### src/rtl/fifo_ctrl_pkg.sv
// fifo_ctrl_pkg: shared constants and types for the FIFO pointer/flag
// controller and its round-robin write arbiter.
//   FIFO_DEPTH_DEF : default number of FIFO entries
//   ptr_width()    : pointer/count width (address bits plus wrap bit)
//   prod_idx_t     : producer index (two producers)
//   LAST_GNT_RST   : last_gnt reset value, so producer 0 wins the first tie
package fifo_ctrl_pkg;

    localparam int FIFO_DEPTH_DEF = 8;

    // Pointers and the occupancy count carry one extra bit so that a full
    // FIFO (DEPTH entries) is distinguishable from an empty one.
    function automatic int ptr_width(input int depth);
        return $clog2(depth) + 1;
    endfunction

    typedef logic prod_idx_t;

    localparam prod_idx_t LAST_GNT_RST = 1'b1;

endpackage

### src/rtl/fifo_ctrl_arb_rr_arb2.sv
// rr_arb2: two-input round-robin arbiter, purely combinational.
//   req      in  [1:0] request per producer
//   enable   in        arbitration allowed (low forces no grant)
//   last_gnt in        producer granted most recently (register lives in parent)
//   gnt      out [1:0] one-hot grant, zero when nothing is granted
module rr_arb2
    import fifo_ctrl_pkg::*;
(
    input  logic [1:0] req,
    input  logic       enable,
    input  prod_idx_t  last_gnt,
    output logic [1:0] gnt
);

    // Grant the lone requester; on a tie grant the one not served last.
    always_comb begin
        gnt = 2'b00;
        if (enable) begin
            case (req)
                2'b01:   gnt = 2'b01;
                2'b10:   gnt = 2'b10;
                2'b11:   gnt = (last_gnt == 1'b1) ? 2'b01 : 2'b10;
                default: gnt = 2'b00;
            endcase
        end else begin
            gnt = 2'b00;
        end
    end

endmodule

### src/rtl/fifo_ctrl_arb.sv
// fifo_ctrl_arb: pointer/flag controller and two-writer round-robin arbiter
// for an external FIFO storage array. Carries no data.
//   clk, reset            : clock; synchronous active-high reset
//   wr_req[1:0]           : per-producer write request
//   wr_gnt[1:0], wr_en    : one-hot grant and array write strobe (combinational)
//   wr_sel                : granted producer index for the data mux
//   wr_addr, rd_addr      : array write/read addresses
//   rd_req, rd_en         : consumer request and acceptance (combinational)
//   full, empty, count    : registered occupancy state
//   almost_full           : count >= AFULL_TH, present only when the macro
//                           FIFO_CTRL_AFULL_EN is defined
module fifo_ctrl_arb
    import fifo_ctrl_pkg::*;
#(
    parameter int DEPTH = FIFO_DEPTH_DEF,
`ifdef FIFO_CTRL_AFULL_EN
    parameter int AFULL_TH = DEPTH - 2,
`endif
    localparam int AW = $clog2(DEPTH)
)(
    input  logic          clk,
    input  logic          reset,
    input  logic [1:0]    wr_req,
    output logic [1:0]    wr_gnt,
    output logic          wr_en,
    output logic          wr_sel,
    output logic [AW-1:0] wr_addr,
    input  logic          rd_req,
    output logic          rd_en,
    output logic [AW-1:0] rd_addr,
    output logic          full,
    output logic          empty,
    output logic [AW:0]   count
`ifdef FIFO_CTRL_AFULL_EN
    ,
    output logic          almost_full
`endif
);

    localparam int PW = ptr_width(DEPTH);
    localparam logic [PW-1:0] PTR_ONE = {{(PW-1){1'b0}}, 1'b1};

    logic [PW-1:0] wr_ptr_r;
    logic [PW-1:0] rd_ptr_r;
    logic [PW-1:0] count_r;
    logic          full_r;
    logic          empty_r;
    prod_idx_t     last_gnt_r;

    logic [1:0]    gnt_s;
    logic          arb_en_s;
    logic          wr_en_s;
    logic          rd_en_s;
    logic [PW-1:0] wr_ptr_nxt_s;
    logic [PW-1:0] rd_ptr_nxt_s;
    logic [PW-1:0] count_nxt_s;

    // A full FIFO refuses writes even if a read frees a slot this cycle.
    assign arb_en_s = ~full_r;

    rr_arb2 u_arb (
        .req      (wr_req),
        .enable   (arb_en_s),
        .last_gnt (last_gnt_r),
        .gnt      (gnt_s)
    );

    assign wr_en_s = |gnt_s;
    assign rd_en_s = rd_req & ~empty_r;

    assign wr_gnt  = gnt_s;
    assign wr_en   = wr_en_s;
    assign wr_sel  = gnt_s[1];
    assign rd_en   = rd_en_s;
    assign wr_addr = wr_ptr_r[AW-1:0];
    assign rd_addr = rd_ptr_r[AW-1:0];
    assign full    = full_r;
    assign empty   = empty_r;
    assign count   = count_r;

    // Next pointer and occupancy values for the accepted transfers.
    always_comb begin
        wr_ptr_nxt_s = wr_ptr_r;
        rd_ptr_nxt_s = rd_ptr_r;
        count_nxt_s  = count_r;
        if (wr_en_s) begin
            wr_ptr_nxt_s = wr_ptr_r + PTR_ONE;
        end else begin
            wr_ptr_nxt_s = wr_ptr_r;
        end
        if (rd_en_s) begin
            rd_ptr_nxt_s = rd_ptr_r + PTR_ONE;
        end else begin
            rd_ptr_nxt_s = rd_ptr_r;
        end
        case ({wr_en_s, rd_en_s})
            2'b10:   count_nxt_s = count_r + PTR_ONE;
            2'b01:   count_nxt_s = count_r - PTR_ONE;
            default: count_nxt_s = count_r;
        endcase
    end

    // Pointer, occupancy and flag registers; flags derive from next pointers
    // so they always agree with the pointers they describe.
    always_ff @(posedge clk) begin
        if (reset) begin
            wr_ptr_r   <= {PW{1'b0}};
            rd_ptr_r   <= {PW{1'b0}};
            count_r    <= {PW{1'b0}};
            full_r     <= 1'b0;
            empty_r    <= 1'b1;
            last_gnt_r <= LAST_GNT_RST;
        end else begin
            wr_ptr_r <= wr_ptr_nxt_s;
            rd_ptr_r <= rd_ptr_nxt_s;
            count_r  <= count_nxt_s;
            full_r   <= (wr_ptr_nxt_s[AW-1:0] == rd_ptr_nxt_s[AW-1:0]) &&
                        (wr_ptr_nxt_s[AW] != rd_ptr_nxt_s[AW]);
            empty_r  <= (wr_ptr_nxt_s == rd_ptr_nxt_s);
            if (wr_en_s) begin
                last_gnt_r <= prod_idx_t'(gnt_s[1]);
            end else begin
                last_gnt_r <= last_gnt_r;
            end
        end
    end

`ifdef FIFO_CTRL_AFULL_EN
    localparam logic [PW-1:0] AFULL_C = PW'(AFULL_TH);

    logic almost_full_r;

    assign almost_full = almost_full_r;

    // Almost-full tracks the count register, judged on the next count.
    always_ff @(posedge clk) begin
        if (reset) begin
            almost_full_r <= 1'b0;
        end else begin
            almost_full_r <= (count_nxt_s >= AFULL_C);
        end
    end
`endif

endmodule

### config.mk
export PLATFORM = sky130hd
export DESIGN_NAME = fifo_ctrl_arb
export DESIGN_NICKNAME = d
export VERILOG_FILES = /design/src/rtl/fifo_ctrl_pkg.sv /design/src/rtl/fifo_ctrl_arb_rr_arb2.sv /design/src/rtl/fifo_ctrl_arb.sv
export SDC_FILE = /design/constraint.sdc
export NUM_CORES = 1
export LEC_CHECK = 0
export CAP_MARGIN = 10
export CORE_MARGIN = 2
export CORE_UTILIZATION = 47
export CTS_CLUSTER_DIAMETER = 60
export DETAILED_ROUTE_END_ITERATION = 10
export PLACE_DENSITY_LB_ADDON = 0.1
export SYNTH_ARGS = -nofsm -noshare
export SYNTH_HDL_FRONTEND = slang
export SYNTH_SLANG_ARGS = --single-unit
### constraint.sdc
create_clock -name clk -period 2.35 [get_ports clk]
set_input_delay 0.3525 -clock clk [delete_from_list [all_inputs] [get_ports clk]]
set_output_delay 0.3525 -clock clk [all_outputs]
set_load 0.02 [all_outputs]
Word-level counts from Yosys, hierarchy flattened

Index checks and enable logic that the tools add are counted.

Input port bits: 5
Word-level logic and storage cells: 29
Register bits after elaboration: 15
Output and inout bits: 17

Bitwise gates (word level): 2
$add $sub $neg: 4
Muxes and demuxes: 6
Equal/unequal tests: 8
Reductions and logical operators: 3

Operator list:

| kind                | number |
|---|---|
| $add 4x1->4 const B | 3 |
| $mux 4              | 2 |
| $pmux 4 s2          | 1 |
| $eq 2x2->1 const B  | 3 |
| $pmux 2 s3          | 1 |
| $eq 2x1->1 const B  | 2 |
| $eq 4x4->1          | 1 |
| $mux 2              | 2 |
| $sub 4x1->4 const B | 1 |
| $eq 3x3->1          | 1 |
| $reduce_bool 2->1   | 1 |
| $reduce_or 2->1     | 1 |
| $and 1x1->1         | 1 |
| $logic_and 1x1->1   | 1 |
| $ne 1x1->1          | 1 |
| $not 1->1           | 1 |

Longest topological paths before layout

Gate-level depths: netlist (run 1).

Depth in word-level cells: 7
Gate-level depth with buffers: 10
Depth with buffers taken out: 9

By module

Synthesis (run 1) repeated with hierarchy kept, for this count alone.

Cells, all modules: 86
Area, all modules: 799.5 µm²

By module, submodules not included:

| module        | times used | seq. area each (µm²) | cells an instance | area each (µm²) |
|---|---|---|---|---|
| fifo_ctrl_arb | 1          | 300.3                | 81                | 778.2 |
| rr_arb2       | 1          | 0.0                  | 5                 | 21.3 |

Worst setup path before layout (run 1)

No wires, ideal clock.

Kind: reg-to-reg
Start point: register full_r (netlist: full)
End point: register count_r[2] (netlist: count[2])
Cell stages (with the launch flop): 11
Data arrival time: 2.008 ns
Setup time: 0.070 ns
Setup slack: 0.272 ns
Path buffers: 1
Cell sequence: dfxtp_1 -> o21ba_1 -> buf_6 -> inv_1 -> ha_1 -> xor2_1 -> ha_1 -> a21oi_1 -> xor2_1 -> or3_1 -> a21oi_1

Longest elaborated chain between the ends: 4
Elaborated cells on any way between the ends: 6
Classes of those cells: 2 x eq/ne; 2 x mux; 2 x reduce/logical

Ends and longest elaborated chain:

| element                                                | line                        | RTL |
|---|---|---|
| from (decl)                                            | fifo_ctrl_arb.sv:46         | `logic full_r;` |
| from (signal assigned)                                 | fifo_ctrl_arb.sv:117        | `full_r <= (wr_ptr_nxt_s[AW-1:0] == rd_ptr_nxt_s[AW-1:0]) &&` |
| $mux 2 *                                               | fifo_ctrl_arb_rr_arb2.sv:18 | `if (enable) begin` |
| $reduce_or 2->1 *                                      | fifo_ctrl_arb.sv:68         | `assign wr_en_s = \|gnt_s;` |
| named net wr_en                                        | fifo_ctrl_arb.sv:25         | `output logic wr_en,` |
| $eq 2x1->1 / $eq 2x2->1 (equally long branches)        | fifo_ctrl_arb.sv:96         | `case ({wr_en_s, rd_en_s})` |
| $pmux 4 s2 / $reduce_bool 2->1 (equally long branches) | --                          |  |
| to (signal assigned)                                   | fifo_ctrl_arb.sv:109        | `count_r <= {PW{1'b0}};` |
| to (signal assigned)                                   | fifo_ctrl_arb.sv:116        | `count_r <= count_nxt_s;` |
| to (decl)                                              | fifo_ctrl_arb.sv:45         | `logic [PW-1:0] count_r;` |

Mark *: on every way through the listed nets, which the timed path passes. The rest lies on a longest branch.
A chain may end at the register's enable or synchronous reset.

Final worst setup path (run 1)

Start point: input wr_req[0]
End point: output wr_gnt[0]

Longest elaborated chain between the ends: 3
Elaborated cells on any way between the ends: 5
Classes of those cells: 3 x eq/ne; 2 x mux

Ends and longest elaborated chain:

| element                                         | line                        | RTL |
|---|---|---|
| from (decl)                                     | fifo_ctrl_arb.sv:23         | `input logic [1:0] wr_req,` |
| $eq 2x2->1 / $eq 2x1->1 (equally long branches) | fifo_ctrl_arb_rr_arb2.sv:19 | `case (req)` |
| $pmux 2 s3 *                                    | fifo_ctrl_arb_rr_arb2.sv:19 |  |
| $mux 2 *                                        | fifo_ctrl_arb_rr_arb2.sv:18 |  |
| to (decl)                                       | fifo_ctrl_arb.sv:24         | `output logic [1:0] wr_gnt,` |

Every way passes the cells marked *; elsewhere a longest branch is shown, timed or not.

==> results of run 1 <==
[cell type report]
cell class | count | area (um^2)
multi-input combinational | 59 | 470
clock buffer | 4 | 26.3
timing repair buffer | 27 | 255
tap | 25 | 31.3
inverter | 2 | 7.51
sequential | 15 | 300
fill | 150 | 617
[path summary, 6_finish.rpt]
check	cells after the start	from	endpoint
worst min-delay path	2	wr_ptr_r[3]	wr_ptr_r[3]
worst max register to register	9	full	count[2]
worst min register to register	2	wr_ptr_r[3]	wr_ptr_r[3]
worst max-delay path	5	wr_req[0]	wr_gnt[0]
[cell families after synthesis]
logic type,after synthesis,synth area share
xor gates and xnor gates,14,0.172
and+or+nand+nor,26,0.191
AOI/OAI and AO/OA,11,0.0843
DFF,15,0.355
muxes,3,0.0355
adders and majority gates,5,0.0740
buffers and inverters,11,0.0888
[critical path: cells and delay by family]
family,cells,cell delay [ns]
AO/OA/AOI/OAI,1,0.13
buffers and inverters,3,1.21
AND/OR/NAND/NOR,1,0.24
[stage by stage]
| stage | util | area [um^2] | hold slack [ns] | total power [mW] |
|---|---|---|---|---|
| after floorplan | - | 846 | 0.422 | 0.512 |
| after global placement | 0.623 | 1060 | 0.497 | 0.609 |
| after detailed placement | 0.623 | 1060 | 0.511 | 0.615 |
| after CTS | 0.639 | 1090 | 0.538 | 0.760 |
| after global routing | 0.639 | 1090 | 0.554 | 0.802 |
| final | 0.639 | 1090 | 0.530 | 0.749 |
[power groups by stage]
| stage | logic (mW) | clock network [mW] | registers (mW) |
|---|---|---|---|
| global route | 0.304 | 0.167 | 0.330 |
| finish | 0.281 | 0.143 | 0.325 |
| global placement | 0.279 | 0 | 0.330 |
| floorplan | 0.165 | 0 | 0.347 |
| CTS | 0.285 | 0.149 | 0.326 |
| detailed placement | 0.283 | 0 | 0.332 |
[layer usage]
| metal | vias up | track usage | share of wire |
|---|---|---|---|
| met1 | 286 | 0.201 | 0.46 |
| li1 | 323 | - | - |
| met4 | 0 | 0.0857 | 0.0083 |
| met2 | 9 | 0.231 | 0.49 |
| met5 | - | 0 | 0 |
| met3 | 2 | 0.0392 | 0.033 |
[cell usage in the layout (no fill, tap or decap), types with 2 or more instances in the layout]
master           instances
inv_1                    2
clkbuf_4                 3
nand4_1                  2
ha_1                     5
dfxtp_1                 15
a21oi_1                  5
mux2i_1                  3
nand2b_1                 3
buf_4                    6
xnor2_1                  3
xor2_1                   9
nor2_1                  12
clkdlybuf4s50_1         21
[state kept, by name (all words and copies together) (netlist names)]
register,flops
count,4
empty,1
full,1
last_gnt_r,1
rd_ptr_r,4
wr_ptr_r,4
==> flow_summary.toml, run 1 <==
[clock_tree]
clock_latency_ns = 0.27
cts_htree_levels = 1
hold_buffers = 0
cts_inserted_buffers = 3
clkSinkCount = 15
cts_tree = "yes"
cts_buffer_depth = 2
clkTransAtPathRegs_ns = 0.08
root_buffer = "clkbuf_4"
cts_resized = 0
postCtsSetupBuffers = 0

[logic_synthesis]
synthTopCellsByCount = "15 x dfxtp_1, 12 x nor2_1, 9 x xor2_1"
ys_seq_area_frac = 0.355
netlist_top_cells_area = "dfxtp_1 36%, xor2_1 9.3%, ha_1 7.4%"
avgSynthCellArea_um2 = 9.95
synth-seq-cells = 15
yosysMostFrequentCell = "dfxtp_1"
yosys.area.top_type = "dfxtp_1"
synth_edf_count = 0
syn-num-nets = 95
synth-async-reset-ratio = 0
netlist.area_leader.share = 0.355
ys.flop_type = "dfxtp_1"
yosysUniqueCellTypes = 30
syn_inst = 85
synth_warnings = 0
syn_area_um2 = 846

[sta]
tns_ns = 0
slew_headroom = 0.630
skew_ns = 0.00116
setup_viol = 0
finalHoldViolations = 0
worst_slew_pin_slew_ns = 0.553
fmax_mhz = 439
period_needed_ns = 2.28
setup_slack_ns = 0.0707
fin_crit_sh = 0.970
rsz0062_at_grt = "no"
final_max_slew_viol_count = 0

[setup_path]
cp_max_fo = 2
worstSetupPathType = "input pin to output port"
worstSetupEndpointType = "output port"
slowest_stage = "clkdlybuf4s50_1"
r2r_slack_ns = 0.38
cp_data_arrival_time_ns = 1.93
cpPeakStageDelay_ns = 0.62
cp_data_required_time_ns = 2.00
worst_setup_path_start_kind = "input pin"
critPathMostFrequentCell = "clkdlybuf4s50_1"
crit_chain = "clkdlybuf4s50_1 > buf_4 > or2b_1 > a21oi_1 > clkdlybuf4s50_1"

[pwr]
pwr_density_cell_nw_per_um2 = 687
seqPwrFrac = 0.434
ir_worst_vdd_uv = 455
clkPwrFrac = 0.191
switching_share = 0.333
intPower_mw = 0.500
power_frac_comb = 0.375
p_leak_nw = 0.494
p_sw_mw = 0.249

[routing]
drtAntennaViolNets = 0
avgViaCountPerCell = 4.70
vias = 620
initialDrtViolationCount = 4
routedWlPerCell_um = 10.9
drt-total-wl_um = 1440
first_pass_iters = 2
drc = 0

[outcome]
status = "complete, no violations"

[flow_run]
maxCapViolations = 0

[die]
die_w_um = 46.4
start_util = 0.495
dieArea_um2 = 2150
num_io_pins = 22
die-height_um = 46.4
core_um2 = 1710
rows = 15

[finish]
nets = 118
area_delta_synth_final_pct = 29.0
drive_above_1_share = 0.131
diodes = 0
final_cell_count_no_fill = 132

[worst_hold_path]
hold_class = "flip-flop to flip-flop"

[placed_design]
dpl.hpwl_um = 1140
gp_congestion = 0.750
pre_cts_ws_ns = -0.0233
dpl.cell_count = 128
io_buffers = 21

[global_route]
antenna_found_initial = 0
grt_use_total = 0.155
first_global_vias = 559
grt_max_degree = 16
grt_pass1_wl_um = 2320
overflow = 0
(Power assumes the default switching activity.)
==> inputs of run 2 (changes only) <==
--- a/config.mk
+++ b/config.mk
@@ -7,7 +7,7 @@
 export LEC_CHECK = 0
 export CAP_MARGIN = 10
 export CORE_MARGIN = 2
-export CORE_UTILIZATION = 47
+export CORE_UTILIZATION = 42
 export CTS_CLUSTER_DIAMETER = 60
 export DETAILED_ROUTE_END_ITERATION = 10
 export PLACE_DENSITY_LB_ADDON = 0.1
==> constraint.sdc (replaced) <==
create_clock -name clk -period 1.85 [get_ports clk]
set_input_delay 0.2775 -clock clk [delete_from_list [all_inputs] [get_ports clk]]
set_output_delay 0.2775 -clock clk [all_outputs]
set_load 0.02 [all_outputs]
==> run 2 against run 1 <==
  * Non-clock buffer count grew 8
  * Combinational power is 36% higher
  * Register-to-register slack lost 0.33 ns
  * Global-route usage shrank 0.97 points
  * Clock-buffer cell count decreased by 1
  * Critical path depth grew 4
  * Wire length up 5.5%
  * Flip-flop and latch count stayed put
  * Utilization shrank 2.2 points
  * Die area grew 11%
  * Sequential share of layout area is 1.8 points lower
==> flow_summary.toml, run 2 (same netlist as run 1, synthesis figures left out) <==
[sta]
skew_ns = 0.00261
finalHoldViolations = 0
final_max_slew_viol_count = 0
fin_crit_sh = 0.974
tns_ns = 0
fmax_mhz = 555
rsz0062_at_grt = "yes"
period_needed_ns = 1.80
slew_headroom = 0.832
setup_viol = 0
worst_slew_pin_slew_ns = 0.244

[setup_path]
cpPeakStageDelay_ns = 0.35
worst_setup_path_start_kind = "flip-flop"
cp_data_required_time_ns = 2.07
slowest_stage = "dfxtp_4"
cp_max_fo = 2
rr_worst_depth = 9
crit_chain = "o21ba_4 > inv_4 > ha_4 > xor2_2 > ha_2 > a21oi_2 > xor2_1 > or3_1 > a21oi_1"
cp_data_arrival_time_ns = 2.02
worstSetupEndpointType = "flip-flop"
worstSetupPathType = "flip-flop to flip-flop"

[routing]
first_pass_iters = 3
drtAntennaViolNets = 0
routedWlPerCell_um = 10.7
avgViaCountPerCell = 4.59
drt-total-wl_um = 1520
vias = 652
drc = 0
initialDrtViolationCount = 2

[outcome]
status = "complete, no violations"

[pwr]
p_total_mw = 0.986
seqPwrFrac = 0.422
p_leak_nw = 0.542
ir_worst_vdd_uv = 542
pwr_density_cell_nw_per_um2 = 831
p_sw_mw = 0.336
switching_share = 0.341
clkPwrFrac = 0.191
intPower_mw = 0.650
power_frac_comb = 0.387

[worst_hold_path]
holdPathStages = 2
hold_class = "flip-flop to flip-flop"

[finish]
layout_commonest_cell = "buf_4"
drive_above_1_share = 0.270
diodes = 0
nets = 126
n_fill_cell = 182
area_delta_synth_final_pct = 40.2
final_cell_mix = "14 x buf_4, 13 x dfxtp_1, 13 x clkdlybuf4s50_1"

[global_route]
antenna_found_initial = 0
grt_use_total = 0.145
overflow = 0
grt_pass1_wl_um = 2700
grt_max_degree = 10
first_global_vias = 667

[clock_tree]
clkTransAtPathRegs_ns = 0.09
cts_buffer_depth = 2
cts_htree_levels = 1
root_buffer = "clkbuf_4"
cts_tree = "yes"
clkSinkCount = 15
cts_inserted_buffers = 3
clock_latency_ns = 0.28

[die]
start_util = 0.440
die-height_um = 48.9
die_w_um = 48.9
rows = 16
num_io_pins = 22
core_um2 = 1920
dieArea_um2 = 2390

[placed_design]
dpl.hpwl_um = 1160
io_buffers = 21
gp_congestion = 0.723

[flow_run]
maxCapViolations = 0
-- run 2: cell types whose count changed in the layout (fill, tap and decap cells not counted), sizes merged --
cell / change
buf: +8
clkdlybuf4s50: -8
dlygate4sd2: +8
clkbuf: -1
clkinv: +1
-- run 2: final cells by class --
cell class | instances | area (um^2) | area share
Multi-Input combinational cell | 59 | 504 | 0.425
Sequential cell | 15 | 305 | 0.257
Timing Repair Buffer | 35 | 305 | 0.257
Tap cell | 27 | 33.8 | 0.0285
Clock buffer | 3 | 22.5 | 0.0190
Inverter | 2 | 10.0 | 0.00844
Clock inverter | 1 | 5.00 | 0.00422
-- run 2: final timing paths --
path            start  endpoint  slack [ns]
min          count[3]  count[3]        0.53
min reg2reg  count[3]  count[3]        0.53
max              full  count[2]        0.05
max reg2reg      full  count[2]        0.05
-- run 2: metal layers --
layer  share of wire  vias up  GRT usage
met5               0        -          0
met2            0.53        9      0.274
li1                -      337          -
met4           0.023        0     0.0857
met1            0.42      302      0.146
met3           0.024        4     0.0276
-- run 2: critical path, delay by kind of cell, from the launching register on --
| family | cells | cell delay (ns) |
|---|---|---|
| AO/OA/AOI/OAI | 3 | 0.49 |
| XOR/XNOR | 2 | 0.22 |
| adder cells (fa/ha/maj) | 2 | 0.33 |
| buffers and inverters | 1 | 0.04 |
| flip-flops | 1 | 0.35 |
| AND/OR/NAND/NOR | 1 | 0.30 |
-- run 2: power groups by stage --
stage | Sequential, mW | Combinational [mW] | Clock (mW)
6_report | 0.417 | 0.382 | 0.188
5_1_grt | 0.426 | 0.415 | 0.217
4_1_cts | 0.415 | 0.383 | 0.202
3_5_place_dp | 0.422 | 0.390 | 0
3_3_place_gp | 0.420 | 0.389 | 0
2_1_floorplan | 0.443 | 0.221 | 0
-- run 2: metrics by stage --
stage               area (um^2)  worst slack [ns]  hold WS (ns)   util  std cells
finish                     1190            0.0487         0.532  0.617        142
global route               1190           -0.0422         0.561  0.617        142
CTS                        1160            0.0318         0.537  0.605        140
detailed placement         1150            -0.364         0.513  0.596        136
global placement           1150            -0.307         0.494  0.596        136
floorplan                   883           -0.0180         0.338      -         85
-- run 2: repair_timing --
item	4_1_cts	5_1_grt
hold buffers	0	0
buffers inserted	0	2
setup endpoints to repair	6	1
resized for setup	8	1
pin swaps	0	2
